===== src/rtl/imm_gen_pipe.sv =====
`timescale 1ns/1ps
`default_nettype none
// ============================================================================
//  Module      : imm_gen_pipe
//  Description : Pipelined RISC-V immediate generator. Extracts and extends
//                the immediate for a selected or opcode-decoded format, and
//                carries a sideband tag. Valid/ready on both sides, flush
//                support, and one result per cycle when not stalled.
//  Revision    : 1.0 - initial release
// ============================================================================
module imm_gen_pipe #(
    parameter int XLEN       = 32,
    parameter int PIPE_DEPTH = 1,
    parameter int TAG_W      = 5
) (
    input  logic             clk,
    input  logic             rst,
    input  logic             flush,
    input  logic             in_valid,
    output logic             in_ready,
    input  logic [31:0]      in_inst,
    input  logic [2:0]       in_sel,
    input  logic [TAG_W-1:0] in_tag,
    output logic             out_valid,
    input  logic             out_ready,
    output logic [XLEN-1:0]  out_imm,
    output logic [2:0]       out_fmt,
    output logic             out_illegal,
    output logic [TAG_W-1:0] out_tag
);

    localparam logic [2:0] c_FMT_I     = 3'd0;
    localparam logic [2:0] c_FMT_S     = 3'd1;
    localparam logic [2:0] c_FMT_B     = 3'd2;
    localparam logic [2:0] c_FMT_J     = 3'd3;
    localparam logic [2:0] c_FMT_U     = 3'd4;
    localparam logic [2:0] c_FMT_C     = 3'd5;
    localparam logic [2:0] c_SEL_AUTO  = 3'd6;
    localparam logic [2:0] c_FMT_SHAMT = 3'd7;

    logic [6:0]      w_opcode;
    logic [2:0]      w_funct3;
    logic [2:0]      w_fmt;
    logic            w_illegal;
    logic [XLEN-1:0] w_imm;
    logic            w_accept;

    logic [PIPE_DEPTH-1:0] r_valid;
    logic [PIPE_DEPTH-1:0] w_adv;
    logic [XLEN-1:0]       r_imm     [PIPE_DEPTH];
    logic [2:0]            r_fmt     [PIPE_DEPTH];
    logic                  r_illegal [PIPE_DEPTH];
    logic [TAG_W-1:0]      r_tag     [PIPE_DEPTH];

    assign w_opcode = in_inst[6:0];
    assign w_funct3 = in_inst[14:12];

    // Resolve the effective format: explicit selects pass through, AUTO decodes the opcode
    always_comb begin
        w_fmt     = in_sel;
        w_illegal = 1'b0;
        if (in_sel == c_SEL_AUTO) begin
            w_fmt = c_FMT_I;
            case (w_opcode)
                7'b0010011: begin
                    if (w_funct3 == 3'b001 || w_funct3 == 3'b101) begin
                        w_fmt = c_FMT_SHAMT;
                    end
                end
                7'b0000011, 7'b1100111: begin
                    w_fmt = c_FMT_I;
                end
                7'b1110011: begin
                    if (w_funct3[2]) begin
                        w_fmt = c_FMT_C;
                    end
                end
                7'b0100011:             w_fmt = c_FMT_S;
                7'b1100011:             w_fmt = c_FMT_B;
                7'b1101111:             w_fmt = c_FMT_J;
                7'b0110111, 7'b0010111: w_fmt = c_FMT_U;
                default:                w_illegal = 1'b1;
            endcase
        end
    end

    // Extract and extend the immediate for the resolved format
    always_comb begin
        w_imm = '0;
        case (w_fmt)
            c_FMT_I: w_imm = XLEN'($signed(in_inst[31:20]));
            c_FMT_S: w_imm = XLEN'($signed({in_inst[31:25], in_inst[11:7]}));
            c_FMT_B: w_imm = XLEN'($signed({in_inst[31], in_inst[7], in_inst[30:25],
                                            in_inst[11:8], 1'b0}));
            c_FMT_J: w_imm = XLEN'($signed({in_inst[31], in_inst[19:12], in_inst[20],
                                            in_inst[30:21], 1'b0}));
            c_FMT_U: w_imm = XLEN'($signed({in_inst[31:12], 12'b0}));
            c_FMT_C: w_imm = XLEN'(in_inst[19:15]);
            c_FMT_SHAMT: begin
                if (XLEN == 64) begin
                    w_imm = XLEN'(in_inst[25:20]);
                end else begin
                    w_imm = XLEN'(in_inst[24:20]);
                end
            end
            default: w_imm = '0;
        endcase
        // An undecodable opcode yields a zero immediate regardless of format
        if (w_illegal) begin
            w_imm = '0;
        end
    end

    // Stage k may move when any stage from k to the output is empty, or the
    // consumer takes the output; this is the unrolled stall chain.
    generate
        for (genvar k = 0; k < PIPE_DEPTH; k++) begin : g_adv
            assign w_adv[k] = out_ready || !(&r_valid[PIPE_DEPTH-1:k]);
        end
    endgenerate

    assign in_ready = w_adv[0] && !flush && !rst;
    assign w_accept = in_valid && in_ready;

    // Pipeline registers: stage 0 captures accepted beats, later stages copy forward
    always_ff @(posedge clk) begin
        if (rst) begin
            r_valid <= '0;
            for (int k = 0; k < PIPE_DEPTH; k++) begin
                r_imm[k]     <= '0;
                r_fmt[k]     <= '0;
                r_illegal[k] <= 1'b0;
                r_tag[k]     <= '0;
            end
        end else begin
            if (w_adv[0]) begin
                r_valid[0] <= w_accept;
                if (w_accept) begin
                    r_imm[0]     <= w_imm;
                    r_fmt[0]     <= w_fmt;
                    r_illegal[0] <= w_illegal;
                    r_tag[0]     <= in_tag;
                end
            end
            for (int k = 1; k < PIPE_DEPTH; k++) begin
                if (w_adv[k]) begin
                    r_valid[k]   <= r_valid[k-1];
                    r_imm[k]     <= r_imm[k-1];
                    r_fmt[k]     <= r_fmt[k-1];
                    r_illegal[k] <= r_illegal[k-1];
                    r_tag[k]     <= r_tag[k-1];
                end
            end
            // Flush only kills validity; stale data behind a low valid is harmless
            if (flush) begin
                r_valid <= '0;
            end
        end
    end

    assign out_valid   = r_valid[PIPE_DEPTH-1];
    assign out_imm     = r_imm[PIPE_DEPTH-1];
    assign out_fmt     = r_fmt[PIPE_DEPTH-1];
    assign out_illegal = r_illegal[PIPE_DEPTH-1];
    assign out_tag     = r_tag[PIPE_DEPTH-1];

endmodule
`default_nettype wire


===== config.mk =====
export PLATFORM = sky130hd
export DESIGN_NAME = imm_gen_pipe
export DESIGN_NICKNAME = d
export VERILOG_FILES = /design/src/rtl/imm_gen_pipe.sv
export SDC_FILE = /design/constraint.sdc
export NUM_CORES = 1
export LEC_CHECK = 0
export BUFFER_PORTS_ARGS = -buffer_cell sky130_fd_sc_hd__buf_2
export CORE_ASPECT_RATIO = 1.1
export CORE_MARGIN = 2
export CORE_UTILIZATION = 47
export DETAILED_ROUTE_END_ITERATION = 16
export GPL_TIMING_DRIVEN = 0
export PLACE_DENSITY = 0.78
export SLEW_MARGIN = 20
export SYNTH_ARGS = -nofsm -noshare
export SYNTH_HDL_FRONTEND = slang
export SYNTH_SLANG_ARGS = --single-unit

===== constraint.sdc =====
create_clock -name clk -period 7.15 [get_ports clk]
set_input_delay 1.43 -clock clk [delete_from_list [all_inputs] [get_ports clk]]
set_output_delay 1.43 -clock clk [all_outputs]
set_load 0.005 [all_outputs]

==> qor.csv <==
stage,metric,value,unit
status,status,finished clean,
clock_network,cts bufs inserted,5,
sta,setup TNS,0,ns
final_layout,layout cell share with drive strength beyond 1,0.409,
logic_synthesis,number of flops mapped to enable cells by yosys,41,
clock_network,clk slew on worst S/H paths,0.08,ns
routing,DR DRC count,0,
logic_synthesis,"Avg Cell Area, Syn",11.5,µm²
clock_network,"Setup Fix Bufs, Post-CTS",0,
final_layout,n_diodes,0,
routing,Iteration-0 DRC Markers,145,
pwr,maximum VDD drop,0.126,mV
logic_synthesis,Post-Syn Nets,236,
clock_network,clock tree buffer depth,2,
routing,count of TritonRoute iterations in the first routing pass,4,
logic_synthesis,synthesized area,2190,µm²
critical_path,CP Buf/Inv Count,2,
floorplan,Die Wd,69.2,µm
critical_path,Critical-path top delay cell,nor3_1,
routing,wire per inst,14.8,µm
global_routing,busiest layer in global routing,met2,
logic_synthesis,register area share after synthesis,0.570,
placement,DPL Wire Length,3860,µm
logic_synthesis,Synth Area in Adders,0,
sta,Max-Slew Margin vs Limit,0.423,
sta,Worst-Margin Slew,0.865,ns
clock_network,CTS tree,built,
pwr,Overall Power,0.557,mW
logic_synthesis,distinct cell type count after synthesis,44,
clock_network,clock sink total,42,
global_routing,largest net degree at the start of global routing,30,
global_routing,GRT Residual Overflow,0,
global_routing,M3 GR Usage,0.0503,
sta,Max Slew Vio Count,0,
global_routing,met2 Use GR,0.346,
clock_network,worst skew pair latency,0.29,ns
logic_synthesis,Post-Synth Simple-Gate Area,0.210,
global_routing,met1 Resource Use GR,0.238,
logic_synthesis,fraction of synthesized area in multiplexers,0.0274,
final_layout,final instance area,2830,µm²
floorplan,Ports,88,
global_routing,vias in the first global route,1801,
pwr,leak pwr,1.25,nW
sta,setup violators final,0,
final_layout,nets,330,
floorplan,Die H,75.7,µm
floorplan,full die area,5230,µm²
critical_path,startpoint types,primary input,
logic_synthesis,cell count after synthesis,191,
routing,Antenna Violating Nets Remaining,0,
clock_network,clock root cell,clkbuf_8,
logic_synthesis,area fraction in compound gates after synthesis,0.151,
floorplan,Initial Utilization,0.482,
flow_run,max_cap viols,0,
clock_network,PostCTS Resize Cnt,0,
logic_synthesis,Async SR Flop Fraction,0,
final_layout,"commonest non-fill, non-tap cells in the layout","buf_2 (91), edfxtp_1 (41), nand2_1 (17)",
floorplan,Core Box Area,4550,µm²
critical_path,"slowest stage delay, CP",0.55,ns
hold_path,HP Class,reg2reg,
global_routing,All-Layer GR Usage,0.195,
final_layout,"Area growth, synth to finish",28.8,%
critical_path,CP Data Required Time,5.72,ns
critical_path,critical path arrival,2.32,ns
logic_synthesis,Synth Area in XOR/XNOR,0.00798,
placement,Port Buf Inserts,86,
logic_synthesis,"flops & latches, synth",42,
critical_path,worst-path cell chain,buf_2 > nor3_1 > buf_2,
logic_synthesis,main combinational cell family by area after synthesis,simple AND/OR/NAND/NOR gates,
sta,minimum clock period,3.75,ns
final_layout,"commonest non-fill, non-tap cell in the layout",buf_2,
logic_synthesis,synth warn,0,
sta,Worst Skew,0.00482,ns
global_routing,initial antenna violation count,0,
routing,Vias,1910,
critical_path,CP most frequent cell,buf_2,
placement,pre-CTS WS,3.24,ns
sta,RSZ-0062 raised after global routing,false,
routing,Routed WL,5060,µm
floorplan,std cell rows,26,
clock_network,# hold bufs at CTS,0,
sta,"Worst Setup Slack, final",3.40,ns
critical_path,kind of critical path,in2out,
global_routing,first-pass GRT wire length,8070,µm
clock_network,H-Tree Depth,2,
logic_synthesis,ys flop type,edfxtp_1,
placement,"Cell Area, Placed",2720,µm²
sta,Final Hold Viols,0,
routing,vias per inst,5.58,
critical_path,crit path max fanout,7,
critical_path,Top Family by Delay on Critical Path,simple AND/OR/NAND/NOR gates,
sta,highest clock rate,0.267,GHz
critical_path,CP endpoint kind,output pin,
placement,Placer Congestion,0.889,
sta,period utilisation layout,0.525,
pwr,Pwr Density,197,nW/µm²
[worst reg2reg max path, stage by stage (launching register included)]
cell and delay, ns:
dfxtp_1 0.31, nor2b_1 0.13, nor3_1 0.50, nand2_1 0.31, a31oi_1 0.70, clkbuf_1 0.39, nand4_1 0.15, o211ai_1 0.12
[per-stage QoR]
stage / cells / util / hold slack, ns
detailed placement: 334 / 0.597 / 0.634
global route: 342 / 0.621 / 0.668
CTS: 342 / 0.621 / 0.650
global placement: 333 / 0.592 / 0.589
floorplan: 191 / - / 0.589
finish: 342 / 0.621 / 0.643
[kinds of logic after synthesis]
| group | after synthesis |
|---|---|
| AO/OA/AOI/OAI | 45 |
| flip-flops | 42 |
| AND/OR/NAND/NOR | 80 |
| multiplexers | 6 |
| buffers and inverters | 16 |
| XOR/XNOR | 2 |
[registers in the layout, indices dropped and copies added, names as in the netlist]
| register | count |
|---|---|
| out_valid | 1 |
| r_fmt | 3 |
| r_illegal | 1 |
| r_imm | 32 |
| r_tag | 5 |
[layer usage]
layer  vias to the layer above  wire length (µm)  part of all wire
li1                        933                 -                 -
met1                       897              2140              0.42
met2                        75              2490              0.49
met3                         5               385             0.076
met4                         0                49            0.0097
met5                         -                 0                 0
[where the power goes]
group          internal (mW)  leakage (nW)  switching [mW]
registers              0.283         0.448         0.00265
logic                 0.0356         0.747          0.0476
clock network          0.104        0.0514          0.0829
[worst paths after layout]
| check | from | slack [ns] | cells after the start | end |
|---|---|---|---|---|
| worst min register to register | out_valid | 0.64 | 3 | out_valid |
| worst min-delay path | out_valid | 0.64 | 3 | out_valid |
| worst max-delay path | rst | 3.40 | 3 | in_ready |
| worst max register to register | out_valid | 4.37 | 7 | r_imm[0][3] |
[layout make-up]
| type | instances | area [µm²] |
|---|---|---|
| Fill cell | 410 | 1730 |
| Sequential cell | 42 | 1250 |
| Multi-Input combinational cell | 133 | 872 |
| Timing Repair Buffer | 87 | 450 |
| Clock buffer | 6 | 72.6 |
| Tap cell | 56 | 70.1 |
| Buffer | 12 | 58.8 |
| Clock inverter | 2 | 37.5 |
| Inverter | 4 | 15.0 |
[synth_stat cells, types with 2 or more instances]
cell type	count	area (µm²)
inv_1	4	15.0
nor2_1	10	37.5
nand4b_1	3	26.3
nor2b_1	3	18.8
a31o_2	9	78.8
nand4_1	5	31.3
nor3_1	3	15.0
and3_1	11	68.8
and2_1	3	18.8
buf_2	5	25.0
nor4b_1	4	35.0
nand2b_1	4	25.0
nand3b_1	2	15.0
clkbuf_1	6	22.5
or4_1	4	30.0
mux2i_1	6	60.1
nand3_1	4	20.0
nand2_1	17	63.8
a21oi_1	12	60.1
edfxtp_1	41	1230
o21ai_0	2	10.0
o211ai_1	5	37.5
a31oi_1	7	43.8
(Power assumes the default switching activity.)
